$ cat src/rtl/apb_arb_pkg.sv
// Shared types and bus geometry for the two-requester APB master.
// Imported by the arbiter core and its round-robin helper.
package apb_arb_pkg;

  localparam int ADDR_W  = 20;
  localparam int DATA_W  = 16;
  localparam int STRB_W  = 2;
  localparam int N_REQ   = 2;
  localparam int SEL_BIT = 19;

  typedef enum logic [1:0] {
    ST_IDLE   = 2'd0,
    ST_SETUP  = 2'd1,
    ST_ACCESS = 2'd2
  } state_e;

  function automatic logic [N_REQ-1:0] onehot2(input logic idx);
    return idx ? 2'b10 : 2'b01;
  endfunction

endpackage

$ cat src/rtl/rr_arb2.sv
// Two-way round-robin arbiter with its own last-grant pointer.
// The pointer resets to 1 so requester 0 wins the first contention.
import apb_arb_pkg::*;

module rr_arb2 (
  input  logic             clk,
  input  logic             reset_n,
  input  logic [N_REQ-1:0] i_valid,
  input  logic             i_en,
  output logic [N_REQ-1:0] o_gnt,
  output logic             o_ptr_nxt
);

  logic             r_ptr;
  logic [N_REQ-1:0] w_gnt;

  always_comb begin
    w_gnt = '0;
    unique case (i_valid)
      2'b01:   w_gnt = 2'b01;
      2'b10:   w_gnt = 2'b10;
      2'b11:   w_gnt = r_ptr ? 2'b01 : 2'b10;
      default: w_gnt = '0;
    endcase
  end

  assign o_gnt     = i_en ? w_gnt : '0;
  assign o_ptr_nxt = (|o_gnt) ? o_gnt[1] : r_ptr;

  always_ff @(posedge clk or negedge reset_n) begin
    if (!reset_n) begin
      r_ptr <= 1'b1;
    end else begin
      r_ptr <= o_ptr_nxt;
    end
  end

endmodule

$ cat src/rtl/apb_req_arbiter.sv
// APB3/APB4 master serving two internal requesters round-robin.
// One transfer in flight; errors and timeouts return to the owner.
import apb_arb_pkg::*;

module apb_req_arbiter #(
  parameter int TIMEOUT = 255,
  parameter int TO_W    = 8
) (
  input  logic                    clk,
  input  logic                    reset_n,
  input  logic [N_REQ-1:0]        rq_valid,
  input  logic [N_REQ-1:0]        rq_write,
  input  logic [N_REQ*ADDR_W-1:0] rq_addr,
  input  logic [N_REQ*DATA_W-1:0] rq_wdata,
  input  logic [N_REQ*STRB_W-1:0] rq_strb,
  output logic [N_REQ-1:0]        rq_ready,
  output logic [N_REQ-1:0]        rsp_valid,
  output logic [DATA_W-1:0]       rsp_rdata,
  output logic                    rsp_err,
  output logic [N_REQ-1:0]        psel,
  output logic                    penable,
  output logic [ADDR_W-1:0]       paddr,
  output logic [DATA_W-1:0]       pwdata,
  output logic                    pwrite,
  output logic [STRB_W-1:0]       pstrb,
  input  logic [DATA_W-1:0]       prdata,
  input  logic                    pready,
  input  logic                    pslverr
);

  state_e r_state;
  state_e w_state_nxt;

  logic [ADDR_W-1:0] r_addr;
  logic [DATA_W-1:0] r_wdata;
  logic [STRB_W-1:0] r_strb;
  logic              r_write;
  logic              r_gidx;
  logic [TO_W-1:0]   r_cnt;

  logic [N_REQ-1:0]  r_rsp_valid;
  logic [DATA_W-1:0] r_rsp_rdata;
  logic              r_rsp_err;

  logic [N_REQ-1:0]  w_gnt;
  logic              w_gidx;
  logic              w_take;
  logic [ADDR_W-1:0] w_addr;
  logic [DATA_W-1:0] w_wdata;
  logic [STRB_W-1:0] w_strb;
  logic              w_write;
  logic [TO_W-1:0]   w_cnt_inc;
  logic              w_tmo;

  rr_arb2 u_arb (
    .clk       (clk),
    .reset_n   (reset_n),
    .i_valid   (rq_valid),
    .i_en      (r_state == ST_IDLE),
    .o_gnt     (w_gnt),
    .o_ptr_nxt (w_gidx)
  );

  assign w_take  = |w_gnt;
  assign w_addr  = w_gnt[1] ? rq_addr[2*ADDR_W-1:ADDR_W]
                            : rq_addr[ADDR_W-1:0];
  assign w_wdata = w_gnt[1] ? rq_wdata[2*DATA_W-1:DATA_W]
                            : rq_wdata[DATA_W-1:0];
  assign w_strb  = w_gnt[1] ? rq_strb[2*STRB_W-1:STRB_W]
                            : rq_strb[STRB_W-1:0];
  assign w_write = w_gnt[1] ? rq_write[1] : rq_write[0];

  // w_cnt_inc is the number of ACCESS cycles seen, including this one
  assign w_cnt_inc = r_cnt + 1'b1;
  assign w_tmo     = !pready && (w_cnt_inc == TO_W'(TIMEOUT));

  always_comb begin
    w_state_nxt = r_state;
    unique case (r_state)
      ST_IDLE: begin
        if (w_take) w_state_nxt = ST_SETUP;
      end
      ST_SETUP: begin
        w_state_nxt = ST_ACCESS;
      end
      ST_ACCESS: begin
        if (pready || w_tmo) w_state_nxt = ST_IDLE;
      end
      default: begin
        w_state_nxt = ST_IDLE;
      end
    endcase
  end

  always_ff @(posedge clk or negedge reset_n) begin
    if (!reset_n) begin
      r_state     <= ST_IDLE;
      r_addr      <= '0;
      r_wdata     <= '0;
      r_strb      <= '0;
      r_write     <= 1'b0;
      r_gidx      <= 1'b0;
      r_cnt       <= '0;
      r_rsp_valid <= '0;
      r_rsp_rdata <= '0;
      r_rsp_err   <= 1'b0;
    end else begin
      r_state     <= w_state_nxt;
      r_rsp_valid <= '0;
      r_rsp_rdata <= '0;
      r_rsp_err   <= 1'b0;
      if (w_take) begin
        r_addr  <= w_addr;
        r_write <= w_write;
        r_gidx  <= w_gidx;
        r_wdata <= w_write ? w_wdata : '0;
        r_strb  <= w_write ? w_strb : '0;
        r_cnt   <= '0;
      end
      if (r_state == ST_ACCESS) begin
        if (pready) begin
          r_rsp_valid <= onehot2(r_gidx);
          r_rsp_err   <= pslverr;
          r_rsp_rdata <= r_write ? '0 : prdata;
        end else if (w_tmo) begin
          r_rsp_valid <= onehot2(r_gidx);
          r_rsp_err   <= 1'b1;
        end else begin
          r_cnt <= w_cnt_inc;
        end
      end
    end
  end

  assign rq_ready  = w_gnt;
  assign rsp_valid = r_rsp_valid;
  assign rsp_rdata = r_rsp_rdata;
  assign rsp_err   = r_rsp_err;

  assign psel    = (r_state == ST_IDLE) ? '0 : onehot2(r_addr[SEL_BIT]);
  assign penable = (r_state == ST_ACCESS);
  assign paddr   = r_addr;
  assign pwdata  = r_wdata;
  assign pwrite  = r_write;
  assign pstrb   = r_strb;

endmodule
$ cat config.mk
export PLATFORM = sky130hd
export DESIGN_NAME = apb_req_arbiter
export DESIGN_NICKNAME = d
export VERILOG_FILES = /design/src/rtl/apb_arb_pkg.sv /design/src/rtl/rr_arb2.sv /design/src/rtl/apb_req_arbiter.sv
export SDC_FILE = /design/constraint.sdc
export NUM_CORES = 1
export LEC_CHECK = 0
export ABC_AREA = 0
export CORE_UTILIZATION = 36
export DETAILED_ROUTE_END_ITERATION = 6
export GPL_ROUTABILITY_DRIVEN = 0
export PLACE_DENSITY = 0.78
export SLEW_MARGIN = 20
export SYNTH_ARGS = -nofsm -noshare
export SYNTH_HDL_FRONTEND = slang
export SYNTH_SLANG_ARGS = --single-unit
$ cat constraint.sdc
create_clock -name clk -period 1.5 [get_ports clk]
set_input_delay 0.225 -clock clk [delete_from_list [all_inputs] [get_ports clk]]
set_output_delay 0.225 -clock clk [all_outputs]
set_load 0.005 [all_outputs]
==> results.sh, run 1 <==
export IMPL_detailroute_via_count=2991
export IMPL_critPathMaxStageDelay_ps=410
export IMPL_most_common_layout_cells="sky130_fd_sc_hd__clkdlybuf4s50_1 (151), sky130_fd_sc_hd__dfrtp_1 (67), sky130_fd_sc_hd__nand2_1 (47)"
export IMPL_synth_seq_area_share_pct=55.5
export IMPL_ys_flop_type="sky130_fd_sc_hd__dfrtp_1"
export IMPL_timing_hold_worst_class="in -> async"
export IMPL_pwr_density_cell_mw_per_mm2=1620
export IMPL_critical_path_endpoint_type="flop"
export IMPL_final_setup_viol_count=70
export IMPL_worst_ir_drop_vdd_uv=907
export IMPL_grt_pass1_wl_mm=14.4
export IMPL_detailedPlace_worstSlack_ps=-699
export IMPL_final_min_clock_period_ps=1760
export IMPL_power_leakage_nw=2.78
export IMPL_netlist_area_mm2=0.00316
export IMPL_boundary_pin_count=163
export IMPL_yosys_cell_types_count=38
export IMPL_die_area_mm2=0.00916
export IMPL_nets=611
export IMPL_crit_path_start_kind="flop"
export IMPL_totalWireLength_mm=9.76
export IMPL_postSynthRegisterBits=70
export IMPL_worst_slack_ps=-262
export IMPL_relSlewSlack_pct=79.5
export IMPL_tritoncts="built"
export IMPL_core_area_mm2=0.00834
export IMPL_num_antenna_cells=0
export IMPL_crit_fanout=12
export IMPL_io_buffers=162
export IMPL_setup_worst_path_class="reg -> reg"
export IMPL_number_of_nets_in_the_synthesized_netlist=392
export IMPL_async_flop_share_pct=100
export IMPL_cts_root_buffer="sky130_fd_sc_hd__clkbuf_8"
export IMPL_critical_path_slowest_cell="sky130_fd_sc_hd__dfrtp_1"
export IMPL_maximum_number_of_pins_on_one_net_before_global_route_repair=36
export IMPL_average_vias_per_placed_instance=4.83
export IMPL_grt_setup_unrepaired="true"
export IMPL_die_height_um=95.7
export IMPL_report_final_slew_viol_count=0
export IMPL_cts_buffer_depth=2
export IMPL_synthCells=290
export IMPL_fmax_mhz=568
export IMPL_area_growth_synth_to_final_pct=86.6
export IMPL_final_antenna_net_count=0
export IMPL_initial_core_util_pct=37.9
export IMPL_most_frequent_standard_cell_in_the_layout_excluding_fill_and_tap_cells="sky130_fd_sc_hd__clkdlybuf4s50_1"
export IMPL_total_negative_setup_slack_ps=-9640
export IMPL_drive_gt1_share_pct=25.9
export IMPL_die_width_um=95.7
export IMPL_detailed_place_hpwl_mm=6.68
export IMPL_drt_wirelength_per_cell_um=15.8
export IMPL_drcViolationCount=0
export IMPL_gr_usage_all_layers_pct=20.9
export IMPL_worstPathArrival_ps=1990
export IMPL_syn_avg_cell_area_um2=10.9
export IMPL_clkSlewWorstSetupHoldPaths_ps=80
export IMPL_grt_remaining_overflow=0
export IMPL_clk_latency_ps=350
export IMPL_synthesis_yosys_warnings=0
export IMPL_hold_violations=0
export IMPL_tritoncts_num_buffers=9
export IMPL_place_inst=579
export IMPL_outcome="finished with violations"
export IMPL_placement_rows=33
export IMPL_failing_checks="setup timing"
export IMPL_path_cells="or3b_4, or2_4, buf_6, buf_12, mux2i_1, o21ai_1"
export IMPL_cts_htree_levels=3
export IMPL_drv_max_cap_violation_count=0
export IMPL_violation_count_after_the_first_detailed_route_iteration=78
export IMPL_grt_pass1_vias=3110
export IMPL_number_of_enable_type_register_cells_in_the_synthesized_netlist=0
export IMPL_drt_pass1_iterations=4
export IMPL_final_min_period_over_clock_period_pct=117
export IMPL_antenna_violations_before_repair=0
export IMPL_timing_clock_skew_ps=12.9
export IMPL_clock_sinks=70
export IMPL_post_layout_nonfiller_instances=619
export IMPL_max_slew_worst_pin_slew_ps=307
export IMPL_cp_data_required_time_ps=1730
[registers in the layout, summed over array words and instances (netlist names)]
| register | flops |
|---|---|
| pwrite | 1 |
| r_gidx | 1 |
| rsp_err | 1 |
| pstrb | 2 |
| r_cnt | 8 |
| paddr | 20 |
| pwdata | 16 |
| rsp_rdata | 16 |
| r_state | 2 |
| u_arb.r_ptr | 1 |
| rsp_valid | 2 |
[metal layers]
metal / global-route usage, % / vias up / part of all wire [%]
met5: 0 / - / 0
met2: 37.1 / 120 / 54
met3: 6.48 / 17 / 7.7
li1: - / 1426 / -
met1: 23.1 / 1428 / 37
met4: 8.71 / 0 / 2.1
[cells by family after synthesis]
group	count (synthesis)	share of synthesized area, %
compound gates	58	10.3
xor+xnor	3	0.832
fa+ha+maj	2	0.792
buf+inv	24	5.23
flops	70	55.5
mux	41	13.0
simple gates	92	14.4
[cell usage after synthesis, types with 5 or more instances]
master / number / area (um^2)
sky130_fd_sc_hd__dfrtp_1: 69 / 1730
sky130_fd_sc_hd__nand2_1: 48 / 180
sky130_fd_sc_hd__mux2i_1: 41 / 410
sky130_fd_sc_hd__o21ai_1: 39 / 195
sky130_fd_sc_hd__and2_1: 18 / 113
sky130_fd_sc_hd__inv_1: 9 / 33.8
sky130_fd_sc_hd__o21ai_0: 8 / 40.0
sky130_fd_sc_hd__clkbuf_1: 6 / 22.5
sky130_fd_sc_hd__nand3_1: 5 / 25.0
[path summary, 6_finish.rpt]
kind | from | to | slack, ps | cells past startpoint
worst min register to register | r_gidx | rsp_valid[0] | 450 | 1
worst max register to register | r_state[1] | paddr[3] | -260 | 6
min in group clk | prdata[5] | rsp_rdata[5] | 420 | 2
worst min-delay path | reset_n | paddr[0] | 280 | 2
max in group asynchronous | reset_n | r_cnt[1] | 670 | 3
worst max-delay path | r_state[1] | paddr[3] | -260 | 6
[metrics by stage]
| stage | util, % | hold slack, ps | area, um^2 | power, mW |
|---|---|---|---|---|
| global route | 70.7 | 303 | 5900 | 10.2 |
| floorplan | - | -70.6 | 3170 | 4.57 |
| CTS | 68.4 | 287 | 5710 | 9.33 |
| finish | 70.7 | 279 | 5900 | 9.53 |
| detailed placement | 61.8 | 112 | 5150 | 6.99 |
| global placement | 61.8 | 107 | 5150 | 6.84 |
[worst max-delay path: cells and delay by family, from the launching register on]
family / cells / cell delay (ps)
buffers and inverters: 2 / 300
AOI/OAI and AO/OA: 1 / 100
and+or+nand+nor: 2 / 640
DFF: 1 / 410
muxes: 1 / 180
[report_power, final]
group,total (mW),switching (mW),internal (mW)
Sequential,2.90,0.361,2.54
Clock,1.73,0.779,0.956
Combinational,4.90,1.95,2.95
[repair_timing]
| action | 4_1_cts | 5_1_grt |
|---|---|---|
| endpoints found under the hold margin | 16 | 0 |
| pin swaps | 11 | 8 |
| endpoints found under the setup margin | 60 | 79 |
| buffers inserted | 14 | 8 |
| gates cloned | 2 | 1 |
| gates resized for setup | 72 | 33 |
| hold buffers | 1 | 0 |
[cell type report]
class                           count  area (um^2)
Clock buffer                        9          124
Clock inverter                      7          103
Fill cell                         609         2440
Inverter                            9         33.8
Multi-Input combinational cell    196         1500
Sequential cell                    70         1760
Tap cell                          105          131
Timing Repair Buffer              223         2250
Note: power is estimated with default switching activity, not from simulation.
==> run 2, diff against run 1 <==
ABC_CLOCK_PERIOD_IN_PS = 1500   (was default)
REMOVE_ABC_BUFFERS = 1   (was default)
==> results.sh, run 2 (synthesis gave the netlist of run 1 again) <==
export IMPL_drt_pass1_iterations=4
export IMPL_part_of_the_total_power_dissipated_in_sequential_elements_pct=33.4
export IMPL_worst_slack_ps=-341
export IMPL_cell_internal_pwr_mw=5.93
export IMPL_drive_gt1_share_pct=19.6
export IMPL_detailroute_via_count=2848
export IMPL_r2r_worst_path_cells=7
export IMPL_drv_max_cap_violation_count=0
export IMPL_failing_checks="setup timing"
export IMPL_final_setup_viol_count=55
export IMPL_die_width_um=95.7
export IMPL_violation_count_after_the_first_detailed_route_iteration=138
export IMPL_total_negative_setup_slack_ps=-12180
export IMPL_power_net_switching_mw=2.81
export IMPL_placed_area_mm2=0.00511
export IMPL_totalWireLength_mm=9.01
export IMPL_crit_path_start_kind="flop"
export IMPL_cts_root_buffer="sky130_fd_sc_hd__clkbuf_8"
export IMPL_grt_setup_unrepaired="true"
export IMPL_antenna_violations_before_repair=0
export IMPL_design_area_mm2=0.00562
export IMPL_crit_fanout=3
export IMPL_grt_pass1_vias=2867
export IMPL_p_clk_share_pct=18.7
export IMPL_cts_buffer_depth=2
export IMPL_pwr_density_cell_mw_per_mm2=1560
export IMPL_worstPathArrival_ps=1620
export IMPL_outcome="finished with violations"
export IMPL_gr_usage_all_layers_pct=20.2
export IMPL_placement_rows=33
export IMPL_relSlewSlack_pct=78.6
export IMPL_io_buffers=162
export IMPL_most_common_layout_cells="sky130_fd_sc_hd__clkdlybuf4s50_1 (151), sky130_fd_sc_hd__dfrtp_1 (67), sky130_fd_sc_hd__nand2_1 (47)"
export IMPL_cts_htree_levels=3
export IMPL_setup_worst_path_class="reg -> out"
export IMPL_max_slew_worst_pin_slew_ps=321
export IMPL_cp_data_required_time_ps=1270
export IMPL_drt_wirelength_per_cell_um=15.0
export IMPL_power_leakage_nw=2.64
export IMPL_area_growth_synth_to_final_pct=77.7
export IMPL_flop2flop_setup_slack_ps=-320
export IMPL_fmax_mhz=543
export IMPL_critical_path_endpoint_type="output pin"
export IMPL_flip_flop_count_of_the_largest_register_after_layout=20
export IMPL_grt_pass1_wl_mm=13.7
export IMPL_boundary_pin_count=163
export IMPL_clkSlewWorstSetupHoldPaths_ps=80
export IMPL_final_min_period_over_clock_period_pct=123
export IMPL_detailed_place_hpwl_mm=6.59
export IMPL_grt_remaining_overflow=0
export IMPL_final_min_clock_period_ps=1840
export IMPL_nets=591
export IMPL_detailedPlace_worstSlack_ps=-663
export IMPL_average_vias_per_placed_instance=4.75
export IMPL_final_antenna_net_count=0
export IMPL_r2r_start="r_state[0]"
export IMPL_clk_latency_ps=330
export IMPL_timing_hold_worst_class="in -> async"
export IMPL_tritoncts_num_buffers=9
export IMPL_initial_core_util_pct=37.9
export IMPL_core_area_mm2=0.00834
export IMPL_power_switching_share_pct=32.1
export IMPL_tritoncts="built"
export IMPL_drcViolationCount=0
export IMPL_r2r_end="pwdata[8]"
export IMPL_maximum_number_of_pins_on_one_net_before_global_route_repair=46
export IMPL_most_frequent_standard_cell_in_the_layout_excluding_fill_and_tap_cells="sky130_fd_sc_hd__clkdlybuf4s50_1"
export IMPL_worst_ir_drop_vdd_uv=800
export IMPL_clock_sinks=70
export IMPL_filler_cell_count=656
export IMPL_num_antenna_cells=0
export IMPL_timing_clock_skew_ps=11.2
export IMPL_hold_violations=0
export IMPL_die_height_um=95.7
export IMPL_finalCoreUtilization_pct=67.3
export IMPL_die_area_mm2=0.00916
export IMPL_report_final_slew_viol_count=0
export IMPL_p_comb_share_pct=47.9
==> run 2: layout make-up <==
| class | count | area, um^2 | share of cell area (%) |
|---|---|---|---|
| multi-input combinational | 196 | 1440 | 25.7 |
| inverter | 9 | 33.8 | 0.601 |
| sequential | 70 | 1760 | 31.3 |
| clock inverter | 6 | 86.3 | 1.54 |
| timing repair buffer | 203 | 2040 | 36.3 |
| tap | 105 | 131 | 2.34 |
| clock buffer | 10 | 128 | 2.27 |
==> run 2: power by group through the flow <==
stage | registers, mW | logic (mW) | clock network [mW]
2_1_floorplan | 2.84 | 1.28 | 0
3_3_place_gp | 2.89 | 3.75 | 0
3_5_place_dp | 2.92 | 3.86 | 0
4_1_cts | 2.90 | 4.09 | 1.68
5_1_grt | 3.00 | 4.54 | 1.77
6_report | 2.91 | 4.19 | 1.63
==> run 2: per-layer routing <==
layer	up-vias	track usage [%]	wire length, um
met5	-	0	0
met4	0	7.21	143
met3	14	5.53	616
met2	109	36.4	4820
met1	1339	22.8	3440
li1	1386	-	-
==> run 2: critical path, stage by stage, from the launching register on <==
cell and delay, ps:
sky130_fd_sc_hd__dfrtp_1 400, sky130_fd_sc_hd__buf_6 120, sky130_fd_sc_hd__or3b_4 360, sky130_fd_sc_hd__or2_4 270
sky130_fd_sc_hd__inv_2 50, sky130_fd_sc_hd__buf_6 80
==> run 2: repair_timing <==
item                       CTS  global route
setup endpoints to repair   56            61
hold endpoints to repair     7             0
pin swaps                    6             9
hold buffers                 1             0
gates resized for setup     47            29
setup buffers                6             2
==> run 2: metrics by stage <==
stage | power, mW | instances | hold WS (ps)
global route | 9.31 | 599 | 330
floorplan | 4.12 | 275 | -70.6
detailed placement | 6.79 | 576 | 130
finish | 8.74 | 599 | 329
global placement | 6.64 | 576 | 127
CTS | 8.66 | 598 | 305
==> run 2: how the worst max path moves through the flow <==
stage,cells after the start,to,slack (ps),startpoint
global placement,5,rq_ready[1],-660,rq_valid[1]
finish,5,rq_ready[1],-340,r_state[0]
floorplan,4,pstrb[0],-2980,rq_valid[0]
CTS,5,rq_ready[1],-360,r_state[0]
global route,5,rq_ready[1],-400,r_state[0]
detailed placement,5,rq_ready[1],-660,rq_valid[1]
